`src/rtl/alu_operand_seq_pkg.sv`:
```
// Shared opcode constants, FSM state encoding and flag bit positions for the ALU operand sequencer.
package alu_operand_seq_pkg;

  localparam int unsigned OP_ABS = 0;
  localparam int unsigned OP_SHL = 1;
  localparam int unsigned OP_AND = 2;
  localparam int unsigned OP_OR  = 3;
  localparam int unsigned OP_XOR = 4;
  localparam int unsigned OP_NOT = 5;
  localparam int unsigned OP_ADD = 6;
  localparam int unsigned OP_SUB = 7;

  localparam int FLAG_OV    = 3;
  localparam int FLAG_SIGN  = 2;
  localparam int FLAG_CARRY = 1;
  localparam int FLAG_ZERO  = 0;

  typedef enum logic [1:0] {
    GET_A = 2'd0,
    GET_B = 2'd1,
    EXEC  = 2'd2,
    HOLD  = 2'd3
  } state_e;

  // Ops that need a second operand word before executing.
  function automatic logic op_is_binary(input int unsigned op);
    return (op == OP_AND) || (op == OP_OR) || (op == OP_XOR) ||
           (op == OP_ADD) || (op == OP_SUB);
  endfunction

  function automatic logic op_is_arith(input int unsigned op);
    return (op == OP_ADD) || (op == OP_SUB);
  endfunction

endpackage

```
`src/rtl/alu_operand_seq_flag_gen.sv`:
```
// Combinational status-flag generation from the ALU result and the registered operands.
module alu_flag_gen
  import alu_operand_seq_pkg::*;
#(
  parameter int WIDTH = 12,
  parameter int OPW   = 3
) (
  input  logic [OPW-1:0]   op,
  input  logic [WIDTH-1:0] a,
  input  logic [1:0]       b_msbs,
  input  logic [WIDTH-1:0] z,
  input  logic             carry,
  input  logic             ov,
  output logic [3:0]       flags
);

  localparam logic [WIDTH-1:0] MOST_NEG = {1'b1, {(WIDTH-1){1'b0}}};

  always_comb begin
    flags             = '0;
    flags[FLAG_ZERO]  = (z == '0);
    flags[FLAG_SIGN]  = z[WIDTH-1];
    if (op_is_arith(int'(op))) begin
      flags[FLAG_CARRY] = carry;
      flags[FLAG_OV]    = ov;
    end else if (int'(op) == OP_ABS) begin
      // |most negative| is not representable.
      flags[FLAG_OV]    = (a == MOST_NEG);
    end else if (int'(op) == OP_SHL) begin
      flags[FLAG_OV]    = b_msbs[1] ^ b_msbs[0];
    end
  end

endmodule

```
`src/rtl/alu_operand_seq.sv`:
```
// Collects one or two operand words, presents them to an external ALU, then captures and holds the result.
// Optional build macro ALU_SEQ_STICKY_OV_EN adds sticky_clr / sticky_ov (sticky overflow indicator).
module alu_operand_seq
  import alu_operand_seq_pkg::*;
#(
  parameter int WIDTH = 12,
  parameter int OPW   = 3
) (
  input  logic             clk,
  input  logic             rst,
  input  logic             in_valid,
  output logic             in_ready,
  input  logic [WIDTH-1:0] in_data,
  input  logic [OPW-1:0]   in_op,
  output logic [WIDTH-1:0] alu_a,
  output logic [WIDTH-1:0] alu_b,
  output logic [OPW-1:0]   alu_op,
  input  logic [WIDTH-1:0] alu_z,
  input  logic             alu_carry,
  input  logic             alu_ov,
  output logic             out_valid,
  input  logic             out_ready,
  output logic [WIDTH-1:0] out_z,
  output logic [3:0]       out_flags
`ifdef ALU_SEQ_STICKY_OV_EN
  ,
  input  logic             sticky_clr,
  output logic             sticky_ov
`endif
);

  // Handshakes: a word transfers on a rising edge where in_valid && in_ready;
  // a result transfers on a rising edge where out_valid && out_ready.
  state_e           state_q, state_d;
  logic [WIDTH-1:0] alu_a_q, alu_a_d;
  logic [WIDTH-1:0] alu_b_q, alu_b_d;
  logic [OPW-1:0]   alu_op_q, alu_op_d;
  logic [WIDTH-1:0] out_z_q, out_z_d;
  logic [3:0]       out_flags_q, out_flags_d;
  logic [3:0]       flags;

  alu_flag_gen #(.WIDTH(WIDTH), .OPW(OPW)) u_flag_gen (
    .op     (alu_op_q),
    .a      (alu_a_q),
    .b_msbs (alu_b_q[WIDTH-1 -: 2]),
    .z      (alu_z),
    .carry  (alu_carry),
    .ov     (alu_ov),
    .flags  (flags)
  );

  always_comb begin
    state_d     = state_q;
    alu_a_d     = alu_a_q;
    alu_b_d     = alu_b_q;
    alu_op_d    = alu_op_q;
    out_z_d     = out_z_q;
    out_flags_d = out_flags_q;
    in_ready    = (state_q == GET_A) || (state_q == GET_B);
    out_valid   = (state_q == HOLD);
    case (state_q)
      GET_A: begin
        if (in_valid) begin
          alu_op_d = in_op;
          if (op_is_binary(int'(in_op))) begin
            alu_a_d = in_data;
            state_d = GET_B;
          end else if (int'(in_op) == OP_SHL) begin
            alu_a_d = '0;
            alu_b_d = in_data;
            state_d = EXEC;
          end else begin
            alu_a_d = in_data;
            alu_b_d = '0;
            state_d = EXEC;
          end
        end
      end
      GET_B: begin
        if (in_valid) begin
          alu_b_d = in_data;
          state_d = EXEC;
        end
      end
      EXEC: begin
        out_z_d     = alu_z;
        out_flags_d = flags;
        state_d     = HOLD;
      end
      HOLD: begin
        if (out_ready) state_d = GET_A;
      end
      default: state_d = GET_A;
    endcase
  end

  always_ff @(posedge clk) begin
    if (rst) begin
      state_q     <= GET_A;
      alu_a_q     <= '0;
      alu_b_q     <= '0;
      alu_op_q    <= '0;
      out_z_q     <= '0;
      out_flags_q <= '0;
    end else begin
      state_q     <= state_d;
      alu_a_q     <= alu_a_d;
      alu_b_q     <= alu_b_d;
      alu_op_q    <= alu_op_d;
      out_z_q     <= out_z_d;
      out_flags_q <= out_flags_d;
    end
  end

  assign alu_a     = alu_a_q;
  assign alu_b     = alu_b_q;
  assign alu_op    = alu_op_q;
  assign out_z     = out_z_q;
  assign out_flags = out_flags_q;

`ifdef ALU_SEQ_STICKY_OV_EN
  logic sticky_q, sticky_d;

  // Setting in EXEC wins over a simultaneous clear.
  always_comb begin
    sticky_d = sticky_q & ~sticky_clr;
    if ((state_q == EXEC) && flags[FLAG_OV]) sticky_d = 1'b1;
  end

  always_ff @(posedge clk) begin
    if (rst) sticky_q <= 1'b0;
    else     sticky_q <= sticky_d;
  end

  assign sticky_ov = sticky_q;
`endif

endmodule

```
`config.mk`:
```
export PLATFORM = sky130hd
export DESIGN_NAME = alu_operand_seq
export DESIGN_NICKNAME = d
export VERILOG_FILES = /design/src/rtl/alu_operand_seq_pkg.sv /design/src/rtl/alu_operand_seq_flag_gen.sv /design/src/rtl/alu_operand_seq.sv
export SDC_FILE = /design/constraint.sdc
export NUM_CORES = 1
export LEC_CHECK = 0
export ABC_AREA = 1
export CAP_MARGIN = 20
export CORE_MARGIN = 1
export CORE_UTILIZATION = 38
export CTS_CLUSTER_DIAMETER = 120
export DETAILED_ROUTE_END_ITERATION = 8
export HOLD_SLACK_MARGIN = 0.06
export PLACE_DENSITY_LB_ADDON = 0.3
export SETUP_SLACK_MARGIN = 0.5
export SYNTH_ARGS = -nofsm -noshare
export SYNTH_HDL_FRONTEND = slang
export SYNTH_SLANG_ARGS = --single-unit
export TNS_END_PERCENT = 20
```
`constraint.sdc`:
```
create_clock -name clk -period 1.35 [get_ports clk]
set_input_delay 0.135 -clock clk [delete_from_list [all_inputs] [get_ports clk]]
set_output_delay 0.135 -clock clk [all_outputs]
set_load 0.005 [all_outputs]
```
==> impl_summary.log, run 1 <==
INFO  metric run_status = finished, violations left
INFO  metric failed_checks = negative setup slack
INFO  metric port_buffers = 77
INFO  metric holdCritPathClass = in -> reg
INFO  metric instances_no_fill = 423
INFO  metric clk_path_buf_depth = 2
INFO  metric synth.avg_cell_area = 7.23 um^2
INFO  metric timing.critical_path.from_type = register
INFO  metric setup-violations-final = 14
INFO  metric post_synth_instance_area = 0.00190 mm^2
INFO  metric post-route-drc-count = 0
INFO  metric reg2reg_slack = -0.07 ns
INFO  metric max_freq = 705 MHz
INFO  metric ctsRootBufferMaster = clkbuf_8
INFO  metric yosysWarnings = 0
INFO  metric detail_route.vias_per_cell = 4.64
INFO  metric die_width = 72.7 um
INFO  metric die_area = 0.00529 mm^2
INFO  metric placement_rows = 25
INFO  metric vias = 1961
INFO  metric antenna_found_initial = 0
INFO  metric finalHoldWorstSlack = 0.386 ns
INFO  metric synth_fp_nets = 301
INFO  metric timing.max_cap.violations = 0
INFO  metric drt-initial-drc-count = 45
INFO  metric synth_area_leaders = dfxtp_1, nand2_1, a21oi_1
INFO  metric worst_r2r_src = state_q[1]$_SDFFE_PP0P_
INFO  metric post-route-worst-setup-slack = -0.0680 ns
INFO  metric timing.setup.critical_path_class = reg -> reg
INFO  metric finalPower = 5.72 mW
INFO  metric required_time_of_the_worst_setup_path = 1.54 ns
INFO  metric synth_seq_area_share = 46.3%
INFO  metric number_of_flops_mapped_to_enable_cells_by_yosys = 0
INFO  metric wl_per_cell = 11.4 um
INFO  metric worst_slack_at_placement = -0.142 ns
INFO  metric vias_in_the_first_global_route = 1837
INFO  metric num-nets-final = 394
INFO  metric r2r_cells = 11
INFO  metric cts_tree = yes
INFO  metric top_level_ports = 78
INFO  metric gate_count_after_technology_mapping = 263
INFO  metric antenna-diode-count = 0
INFO  metric worstReg2RegEnd = alu_b[10]$_SDFFE_PP0P_
INFO  metric grt_util_all_layers = 19.6%
INFO  metric postRouteAntennaNets = 0
INFO  metric htreeDepth = 2
INFO  metric initial_utilization = 40.0%
INFO  metric wire_length_of_the_first_global_routing_pass = 7.96 mm
INFO  metric final_min_period_over_clock_period = 105%
INFO  metric setup_repair_after_global_routing_missed_its_margin = true
INFO  metric synth_largest_area_cell = dfxtp_1
INFO  metric clkSlewWorstSetupHoldPaths = 0.08 ns
INFO  metric detailedPlacementHpwl = 3.50 mm
INFO  metric most_numerous_cell_types_in_the_synthesized_netlist = nand2_1, dfxtp_1, nor2_1
INFO  metric gp_routability_congestion = 0.788
INFO  metric path_max_fanout = 24
INFO  metric distinct_cells_synth = 24
INFO  metric ys_ff_latch = 44
INFO  metric setup.worst_path.end = alu_b[10]$_SDFFE_PP0P_
INFO  metric period_needed = 1.42 ns
INFO  metric holdBufCountCts = 0
INFO  metric worst_clock_skew = 0.00410 ns
INFO  metric setup_crit_start = state_q[1]$_SDFFE_PP0P_
INFO  metric wirelength = 4.84 mm
INFO  metric vdd_ir_drop_max = 1040 uV
INFO  metric power_per_cell_area = 1850 mW/mm^2
INFO  metric async_reset_ff_share = 0%
INFO  metric endpoint_kind = register
INFO  metric share_of_layout_cells_above_drive_strength_1 = 32.9%
INFO  metric insertion_delay = 0.29 ns
INFO  metric grt_overflow_total = 0
INFO  metric cell_with_the_most_instances_after_synthesis = nand2_1
INFO  metric crit_arrival = 1.61 ns
INFO  metric totalNegativeSetupSlack = -0.728 ns
INFO  metric power.static_leakage = 1.45 nW
INFO  metric tritoncts.num_buffers = 5
INFO  metric timing.final.max_slew_violations = 0
INFO  metric worst_pin_slew = 0.293 ns
INFO  metric areaGrowthSynthToFinish = 62.9%
INFO  metric maximum_number_of_pins_on_one_net_before_global_route_repair = 28
INFO  metric placedCellCount = 413
INFO  metric design.core.area = 0.00475 mm^2
INFO  metric hold_violations = 0
INFO  metric worst_slew_margin_relative_to_its_limit = 80.5%
INFO  metric fp.dieH = 72.7 um
INFO  metric synth_top_area_share = 46.3%
INFO  metric drt_pre_antenna_iters = 4
INFO  metric cts_sinks = 44
INFO  metric synth_flop_cell = dfxtp_1
cells in the final DEF (no fill, tap or decap), drive strengths merged:
master / synthesis / final
a211oi: 1 / 1
a21oi: 30 / 30
buf: 8 / 52
clkbuf: 6 / 7
clkdlybuf4s15: 0 / 1
clkdlybuf4s50: 0 / 42
clkinv: 1 / 2
dfxtp: 44 / 44
dlygate4sd2: 0 / 1
dlymetal6s2s: 0 / 3
ha: 5 / 5
inv: 25 / 25
nand2: 60 / 60
nand3: 6 / 6
nand4: 2 / 2
nor2: 38 / 38
nor3: 1 / 1
nor3b: 1 / 1
o211a: 1 / 1
o211ai: 1 / 1
o21a: 1 / 1
o21ai: 29 / 29
or2: 2 / 2
xor2: 1 / 1
metal layers:
| layer | up-vias | track usage [%] | part of all wire, % |
|---|---|---|---|
| met2 | 56 | 34.3 | 49 |
| met5 | - | 0 | 0 |
| met3 | 10 | 5.94 | 6.5 |
| met4 | 0 | 8.06 | 2.2 |
| met1 | 875 | 22.0 | 43 |
| li1 | 1020 | - | - |
cell families (layout without fill, tap and decap cells):
| group | Yosys count | in the layout | share of synthesized area (%) |
|---|---|---|---|
| AOI/OAI and AO/OA | 63 | 63 | 17.4 |
| xor gates and xnor gates | 1 | 1 | 0.461 |
| adders and majority gates | 5 | 5 | 3.29 |
| DFF | 44 | 44 | 46.3 |
| and+or+nand+nor | 110 | 110 | 23.0 |
| buffers and inverters | 40 | 133 | 9.41 |
cell type report:
class / instances / area [um^2]
Clock inverter: 1 / 5.00
Multi-Input combinational cell: 179 / 965
Timing Repair Buffer: 100 / 947
Fill cell: 425 / 1660
Sequential cell: 44 / 921
Inverter: 26 / 101
Tap cell: 67 / 83.8
Clock buffer: 6 / 72.6
stage by stage:
step | instance area (um^2) | util, %
4_1_cts | 3030 | 63.8
3_5_place_dp | 2920 | 61.4
2_1_floorplan | 1950 | -
3_3_place_gp | 2920 | 61.4
5_1_grt | 3100 | 65.1
6_report | 3100 | 65.1
sequential cells by signal (all words and copies together) (netlist names):
register	cells
alu_a	12
alu_b	12
alu_op	3
out_flags	4
out_z	11
state_q	2
power by group:
part	leakage (nW)	internal (mW)	total (mW)	switching [mW]
Sequential	0.374	1.79	2.11	0.316
Clock	0.0410	0.352	0.760	0.408
Combinational	1.03	1.54	2.85	1.31
Total	1.45	3.69	5.72	2.03
worst max-delay path, cell delays in order (launching register included):
cell and delay [ns]:
dfxtp_2 0.32, inv_2 0.08, ha_2 0.21, nor2_4 0.04, clkinv_2 0.05, buf_4 0.10, nand2_2 0.05, a21oi_4 0.13
buf_12 0.17, nand2_1 0.07, nand2_1 0.06, nor2_1 0.03
how the worst min path moves through the flow:
stage	from	to	slack, ns	depth (start not counted)
detailed placement	out_flags[0]$_SDFFE_PP0P_	out_flags[0]$_SDFFE_PP0P_	0.46	2
CTS	alu_z[7]	out_z[7]$_SDFFE_PP0P_	0.38	3
finish	alu_z[7]	out_z[7]$_SDFFE_PP0P_	0.39	3
floorplan	rst	out_flags[0]$_SDFFE_PP0P_	0.20	1
global route	alu_z[2]	out_z[2]$_SDFFE_PP0P_	0.41	3
global placement	out_flags[0]$_SDFFE_PP0P_	out_flags[0]$_SDFFE_PP0P_	0.45	2
timing repair:
| item | 4_1_cts | 5_1_grt |
|---|---|---|
| pin swaps | 18 | 12 |
| setup endpoints to repair | 89 | 89 |
| buffers inserted | 3 | 0 |
| resized for setup | 189 | 16 |
(Power assumes the default switching activity.)
==> run 2: changes to the inputs <==
--- a/config.mk
+++ b/config.mk
@@ -9,11 +9,12 @@
 export CAP_MARGIN = 20
 export CORE_MARGIN = 1
 export CORE_UTILIZATION = 38
-export CTS_CLUSTER_DIAMETER = 120
+export CTS_CLUSTER_DIAMETER = 30
 export DETAILED_ROUTE_END_ITERATION = 8
 export HOLD_SLACK_MARGIN = 0.06
 export PLACE_DENSITY_LB_ADDON = 0.3
 export SETUP_SLACK_MARGIN = 0.5
+export SLEW_MARGIN = 0
 export SYNTH_ARGS = -nofsm -noshare
 export SYNTH_HDL_FRONTEND = slang
 export SYNTH_SLANG_ARGS = --single-unit
==> constraint.sdc (replaced) <==
create_clock -name clk -period 1.35 [get_ports clk]
set_input_delay 0.27 -clock clk [delete_from_list [all_inputs] [get_ports clk]]
set_output_delay 0.27 -clock clk [all_outputs]
set_load 0.005 [all_outputs]
==> impl_summary.log, run 2 (synthesis results as in run 1) <==
INFO  metric run_status = finished, violations left
INFO  metric failed_checks = negative setup slack
INFO  metric vias = 2070
INFO  metric timing.setup.critical_path_class = reg -> out
INFO  metric port_buffers = 77
INFO  metric wirelength = 5.50 mm
INFO  metric final_util = 68.3%
INFO  metric clk_path_buf_depth = 2
INFO  metric placedCellCount = 420
INFO  metric post-route-drc-count = 0
INFO  metric worst_clock_skew = 0.00617 ns
INFO  metric timing.critical_path.from_type = register
INFO  metric areaGrowthSynthToFinish = 70.8%
INFO  metric grt_overflow_total = 0
INFO  metric vdd_ir_drop_max = 803 uV
INFO  metric instances_no_fill = 442
INFO  metric endpoint_kind = output port
INFO  metric setup-violations-final = 19
INFO  metric p_switching = 2.23 mW
INFO  metric die_width = 72.7 um
INFO  metric power.sequential.fraction = 33.7%
INFO  metric die_area = 0.00529 mm^2
INFO  metric maximum_number_of_pins_on_one_net_before_global_route_repair = 25
INFO  metric wl_per_cell = 12.4 um
INFO  metric route.layer.met1.wl = 2.29 mm
INFO  metric gp_routability_congestion = 0.773
INFO  metric critical-path-max-stage-delay = 0.36 ns
INFO  metric ctsRootBufferMaster = clkbuf_8
INFO  metric layout_commonest_cell = nand2_1
INFO  metric period_needed = 1.51 ns
INFO  metric hold_violations = 0
INFO  metric critical_path.slowest_cell = dfxtp_4
INFO  metric drt_pre_antenna_iters = 4
INFO  metric vias_in_the_first_global_route = 1924
INFO  metric highest-signal-layer = met4
INFO  metric post-route-worst-setup-slack = -0.162 ns
INFO  metric tritoncts.num_buffers = 5
INFO  metric num-nets-final = 413
INFO  metric power.static_leakage = 1.54 nW
INFO  metric antenna-diode-count = 0
INFO  metric drt-initial-drc-count = 114
INFO  metric holdBufCountCts = 0
INFO  metric p_int = 3.92 mW
INFO  metric required_time_of_the_worst_setup_path = 1.08 ns
INFO  metric initial_utilization = 40.0%
INFO  metric holdCritPathClass = reg -> reg
INFO  metric worst_slack_at_placement = -0.270 ns
INFO  metric antenna_found_initial = 0
INFO  metric design.core.area = 0.00475 mm^2
INFO  metric setup_repair_after_global_routing_missed_its_margin = true
INFO  metric worst_slew_margin_relative_to_its_limit = 87.0%
INFO  metric detail_route.vias_per_cell = 4.68
INFO  metric power.combinational.fraction = 53.4%
INFO  metric crit_arrival = 1.24 ns
INFO  metric wire_length_of_the_first_global_routing_pass = 8.44 mm
INFO  metric timing.final.max_slew_violations = 0
INFO  metric grt_util_all_layers = 20.8%
INFO  metric power_per_cell_area = 1890 mW/mm^2
INFO  metric top_level_ports = 78
INFO  metric path_max_fanout = 2
INFO  metric worst_pin_slew = 0.195 ns
INFO  metric cts_tree = yes
INFO  metric fp.dieH = 72.7 um
INFO  metric max_freq = 661 MHz
INFO  metric clock_share_of_power = 12.9%
INFO  metric htreeDepth = 2
INFO  metric postRouteAntennaNets = 0
INFO  metric placement_rows = 25
INFO  metric power.share.switching = 36.2%
INFO  metric met3_length = 367 um
INFO  metric final_cell_mix = nand2_1, dfxtp_2, nor2_1
INFO  metric insertion_delay = 0.30 ns
INFO  metric timing.critical_path.cells = buf_12 > ha_4 > nor2_4 > clkinv_2 > buf_2
INFO  metric share_of_layout_cells_above_drive_strength_1 = 43.2%
INFO  metric routed-wl-met2 = 2.68 mm
INFO  metric final_min_period_over_clock_period = 112%
INFO  metric finalHoldWorstSlack = 0.471 ns
INFO  metric timing.max_cap.violations = 0
INFO  metric detailedPlacementHpwl = 3.63 mm
INFO  metric clkSlewWorstSetupHoldPaths = 0.08 ns
INFO  metric cts_sinks = 44
run 2: cell types whose count changed in the layout (fill, tap and decap cells not counted), moves of 6 or more:
| cell | previous run | this run |
|---|---|---|
| clkdlybuf4s50_1 | 42 | 32 |
| dfxtp_2 | 29 | 38 |
| buf_2 | 16 | 25 |
| buf_6 | 14 | 20 |
| dfxtp_1 | 14 | 5 |
| buf_4 | 17 | 32 |
run 2: worst paths after layout:
| kind | from | to | slack [ns] | cells past startpoint |
|---|---|---|---|---|
| setup / recovery | state_q[0]$_SDFFE_PP0P_ | in_ready | -0.16 | 5 |
| hold / removal | alu_b[2]$_SDFFE_PP0P_ | alu_b[2]$_SDFFE_PP0P_ | 0.47 | 2 |
| setup reg to reg | state_q[0]$_SDFFE_PP0P_ | alu_b[7]$_SDFFE_PP0P_ | -0.15 | 12 |
| hold reg to reg | alu_b[2]$_SDFFE_PP0P_ | alu_b[2]$_SDFFE_PP0P_ | 0.47 | 2 |
run 2: routing by layer:
| metal | GRT usage, % | up-vias |
|---|---|---|
| met5 | 0 | - |
| met4 | 10.7 | 0 |
| met3 | 4.97 | 17 |
| met2 | 36.8 | 76 |
| met1 | 23.1 | 920 |
| li1 | - | 1057 |
run 2: power groups by stage:
stage               clock network, mW  registers, mW  logic [mW]
finish                          0.795           2.07        3.28
global route                    0.860           2.13        3.61
CTS                             0.808           2.04        2.87
detailed placement                  0           2.02        2.81
global placement                    0           2.01        2.76
floorplan                           0           2.05        1.29
run 2: worst max-delay path: cells and delay by family, from the launching register on:
family	cells	cell delay [ns]
flip-flops	1	0.36
buffers and inverters	3	0.33
adder cells (fa/ha/maj)	1	0.16
AND/OR/NAND/NOR	1	0.11
run 2: layout make-up:
| type | count | area (um^2) |
|---|---|---|
| clock buffers | 5 | 68.8 |
| well taps | 67 | 83.8 |
| inverters | 26 | 111 |
| flip-flops and latches | 44 | 932 |
| multi-input cells | 179 | 990 |
| repair buffers | 119 | 1050 |
| clock inverters | 2 | 12.5 |
| fillers | 396 | 1510 |
run 2: what timing repair did:
item	in CTS	in global routing
pin swaps	5	9
gates resized for setup	227	44
gates cloned	0	1
setup endpoints to repair	89	89
buffers inserted	13	1
run 2: through the flow:
stage | setup TNS [ns] | instance area (um^2) | total power, mW
4_1_cts | -1.67 | 3070 | 5.72
5_1_grt | -3.85 | 3250 | 6.60
2_1_floorplan | 0 | 1950 | 3.33
3_5_place_dp | -4.24 | 2950 | 4.83
6_report | -1.72 | 3250 | 6.15
3_3_place_gp | -3.54 | 2950 | 4.78
==> run 3: changes to the inputs <==
--- a/config.mk
+++ b/config.mk
@@ -9,6 +9,7 @@
 export CAP_MARGIN = 20
 export CORE_MARGIN = 1
 export CORE_UTILIZATION = 38
+export CTS_BUF_LIST = sky130_fd_sc_hd__clkbuf_16
 export CTS_CLUSTER_DIAMETER = 30
 export DETAILED_ROUTE_END_ITERATION = 8
 export HOLD_SLACK_MARGIN = 0.06
==> impl_summary.log, run 3 (synthesis results as in run 1) <==
INFO  metric run_status = finished, violations left
INFO  metric failed_checks = negative setup slack
INFO  metric timing.critical_path.mode_cell = buf_6
INFO  metric worstReg2RegEnd = alu_b[11]$_SDFFE_PP0P_
INFO  metric timing.critical_path.from_type = register
INFO  metric finalInstanceArea = 0.00323 mm^2
INFO  metric wl_per_cell = 12.4 um
INFO  metric holdCritPathClass = reg -> reg
INFO  metric finalHoldWorstSlack = 0.478 ns
INFO  metric timing.max_cap.violations = 0
INFO  metric grt_util_all_layers = 20.4%
INFO  metric hold_violations = 0
INFO  metric layout_commonest_cell = nand2_1
INFO  metric initial_utilization = 40.0%
INFO  metric setup_repair_after_global_routing_missed_its_margin = true
INFO  metric detail_route.vias_per_cell = 4.64
INFO  metric instances_no_fill = 436
INFO  metric post_dp_cell_area = 0.00295 mm^2
INFO  metric setup_crit_start = state_q[0]$_SDFFE_PP0P_
INFO  metric final_cell_mix = nand2_1, nor2_1, dfxtp_2, clkdlybuf4s50_1, buf_4
INFO  metric grt_overflow_total = 0
INFO  metric power_per_cell_area = 1970 mW/mm^2
INFO  metric htreeDepth = 2
INFO  metric share_of_layout_cells_above_drive_strength_1 = 37.1%
INFO  metric crit_arrival = 1.14 ns
INFO  metric cts_sinks = 44
INFO  metric placement_rows = 25
INFO  metric multi_input_comb_area = 957 um^2
INFO  metric r2r_cells = 11
INFO  metric timing.critical_path.buf_inv = 3
INFO  metric clkSlewWorstSetupHoldPaths = 0.06 ns
INFO  metric final-seq-area = 925 um^2
INFO  metric design.core.area = 0.00475 mm^2
INFO  metric maximum_number_of_pins_on_one_net_before_global_route_repair = 25
INFO  metric min_path_cells = 2
INFO  metric vias_in_the_first_global_route = 1890
INFO  metric insertion_delay = 0.28 ns
INFO  metric fp.dieH = 72.7 um
INFO  metric fill_cells = 391
INFO  metric hold_path_end = alu_b[6]$_SDFFE_PP0P_
INFO  metric setup-violations-final = 16
INFO  metric top_level_ports = 78
INFO  metric drt-initial-drc-count = 196
INFO  metric worst_r2r_src = state_q[0]$_SDFFE_PP0P_
INFO  metric postRouteAntennaNets = 0
INFO  metric ctsRootBufferMaster = clkbuf_16
INFO  metric gp_routability_congestion = 0.773
INFO  metric final_min_period_over_clock_period = 105%
INFO  metric critical-path-max-stage-delay = 0.36 ns
INFO  metric cpLargestDelayFamily = flip-flops
INFO  metric timing.setup.critical_path_class = reg -> out
INFO  metric areaGrowthSynthToFinish = 70.1%
INFO  metric wire_length_of_the_first_global_routing_pass = 8.28 mm
INFO  metric worst_clock_skew = 0.00339 ns
INFO  metric antenna_found_initial = 0
INFO  metric detailedPlacementHpwl = 3.63 mm
INFO  metric wirelength = 5.42 mm
INFO  metric die_width = 72.7 um
INFO  metric post-route-drc-count = 0
INFO  metric num-nets-final = 407
INFO  metric tritoncts.num_buffers = 5
INFO  metric clk_path_buf_depth = 2
INFO  metric worst_slew_margin_relative_to_its_limit = 84.6%
INFO  metric required_time_of_the_worst_setup_path = 1.08 ns
INFO  metric reg2reg_slack = -0.06 ns
INFO  metric critical_path.slowest_cell = dfxtp_4
INFO  metric max_freq = 709 MHz
INFO  metric timing.critical_path.cells = buf_4 > buf_6 > ha_4 > buf_6
INFO  metric period_needed = 1.41 ns
INFO  metric cts_tree = yes
INFO  metric placedCellCount = 420
INFO  metric port_buffers = 77
INFO  metric vias = 2024
INFO  metric post-route-worst-setup-slack = -0.0613 ns
INFO  metric vdd_ir_drop_max = 882 uV
INFO  metric worst_hold_startpoint = alu_b[6]$_SDFFE_PP0P_
INFO  metric drt_pre_antenna_iters = 4
INFO  metric endpoint_kind = output port
INFO  metric power.static_leakage = 1.52 nW
INFO  metric worst_pin_slew = 0.228 ns
INFO  metric timing.final.max_slew_violations = 0
INFO  metric die_area = 0.00529 mm^2
INFO  metric antenna-diode-count = 0
INFO  metric path_max_fanout = 3
run 3: tightest hold or removal path, stage by stage, from the launching register on:
cell	delay [ns]
dfxtp_1	0.32
nor2_1	0.04
nor2_1	0.08
run 3: power breakdown:
part           switching (mW)  internal, mW  leakage, nW
clock                   0.485         0.671       0.0657
sequential              0.300          1.80        0.375
combinational            1.42          1.70         1.08
run 3: final cells by class:
type / count / share of cell area (%)
Inverter: 26 / 3.33
Clock buffer: 5 / 3.87
Clock inverter: 2 / 0.387
Tap cell: 67 / 2.59
Timing Repair Buffer: 113 / 31.6
Multi-Input combinational cell: 179 / 29.6
Sequential cell: 44 / 28.6
run 3: worst max-delay path by stage:
stage | endpoint | slack (ns) | cells after the start
after CTS | alu_b[7]$_SDFFE_PP0P_ | -0.06 | 11
after floorplan | alu_b[10]$_SDFFE_PP0P_ | 0.07 | 10
after global routing | alu_a[8]$_SDFFE_PP0P_ | -0.13 | 8
final | out_valid | -0.06 | 4
after detailed placement | alu_b[7]$_SDFFE_PP0P_ | -0.27 | 8
after global placement | alu_b[10]$_SDFFE_PP0P_ | -0.22 | 8
run 3: stage by stage:
step	util [%]	TNS [ns]	power, mW	setup slack (ns)
3_3_place_gp	61.9	-3.54	4.78	-0.224
6_report	68.0	-0.547	6.38	-0.0613
5_1_grt	68.0	-1.72	6.83	-0.133
4_1_cts	64.7	-0.625	5.97	-0.0647
2_1_floorplan	-	0	3.33	0.0702
3_5_place_dp	61.9	-4.24	4.83	-0.270
run 3: metal layers:
metal	part of all wire (%)	vias to the layer above	track usage, %
met2	49	69	36.3
met3	6.8	17	5.39
met4	3.4	0	11.1
met5	0	-	0
li1	-	1047	-
met1	41	891	21.9
run 3: what timing repair did:
action                     4_1_cts  5_1_grt
setup buffers                    7        1
pin swaps                        5        3
gates cloned                     0        1
gates resized for setup        205       38
hold buffers                     0        0
setup endpoints to repair       89       89
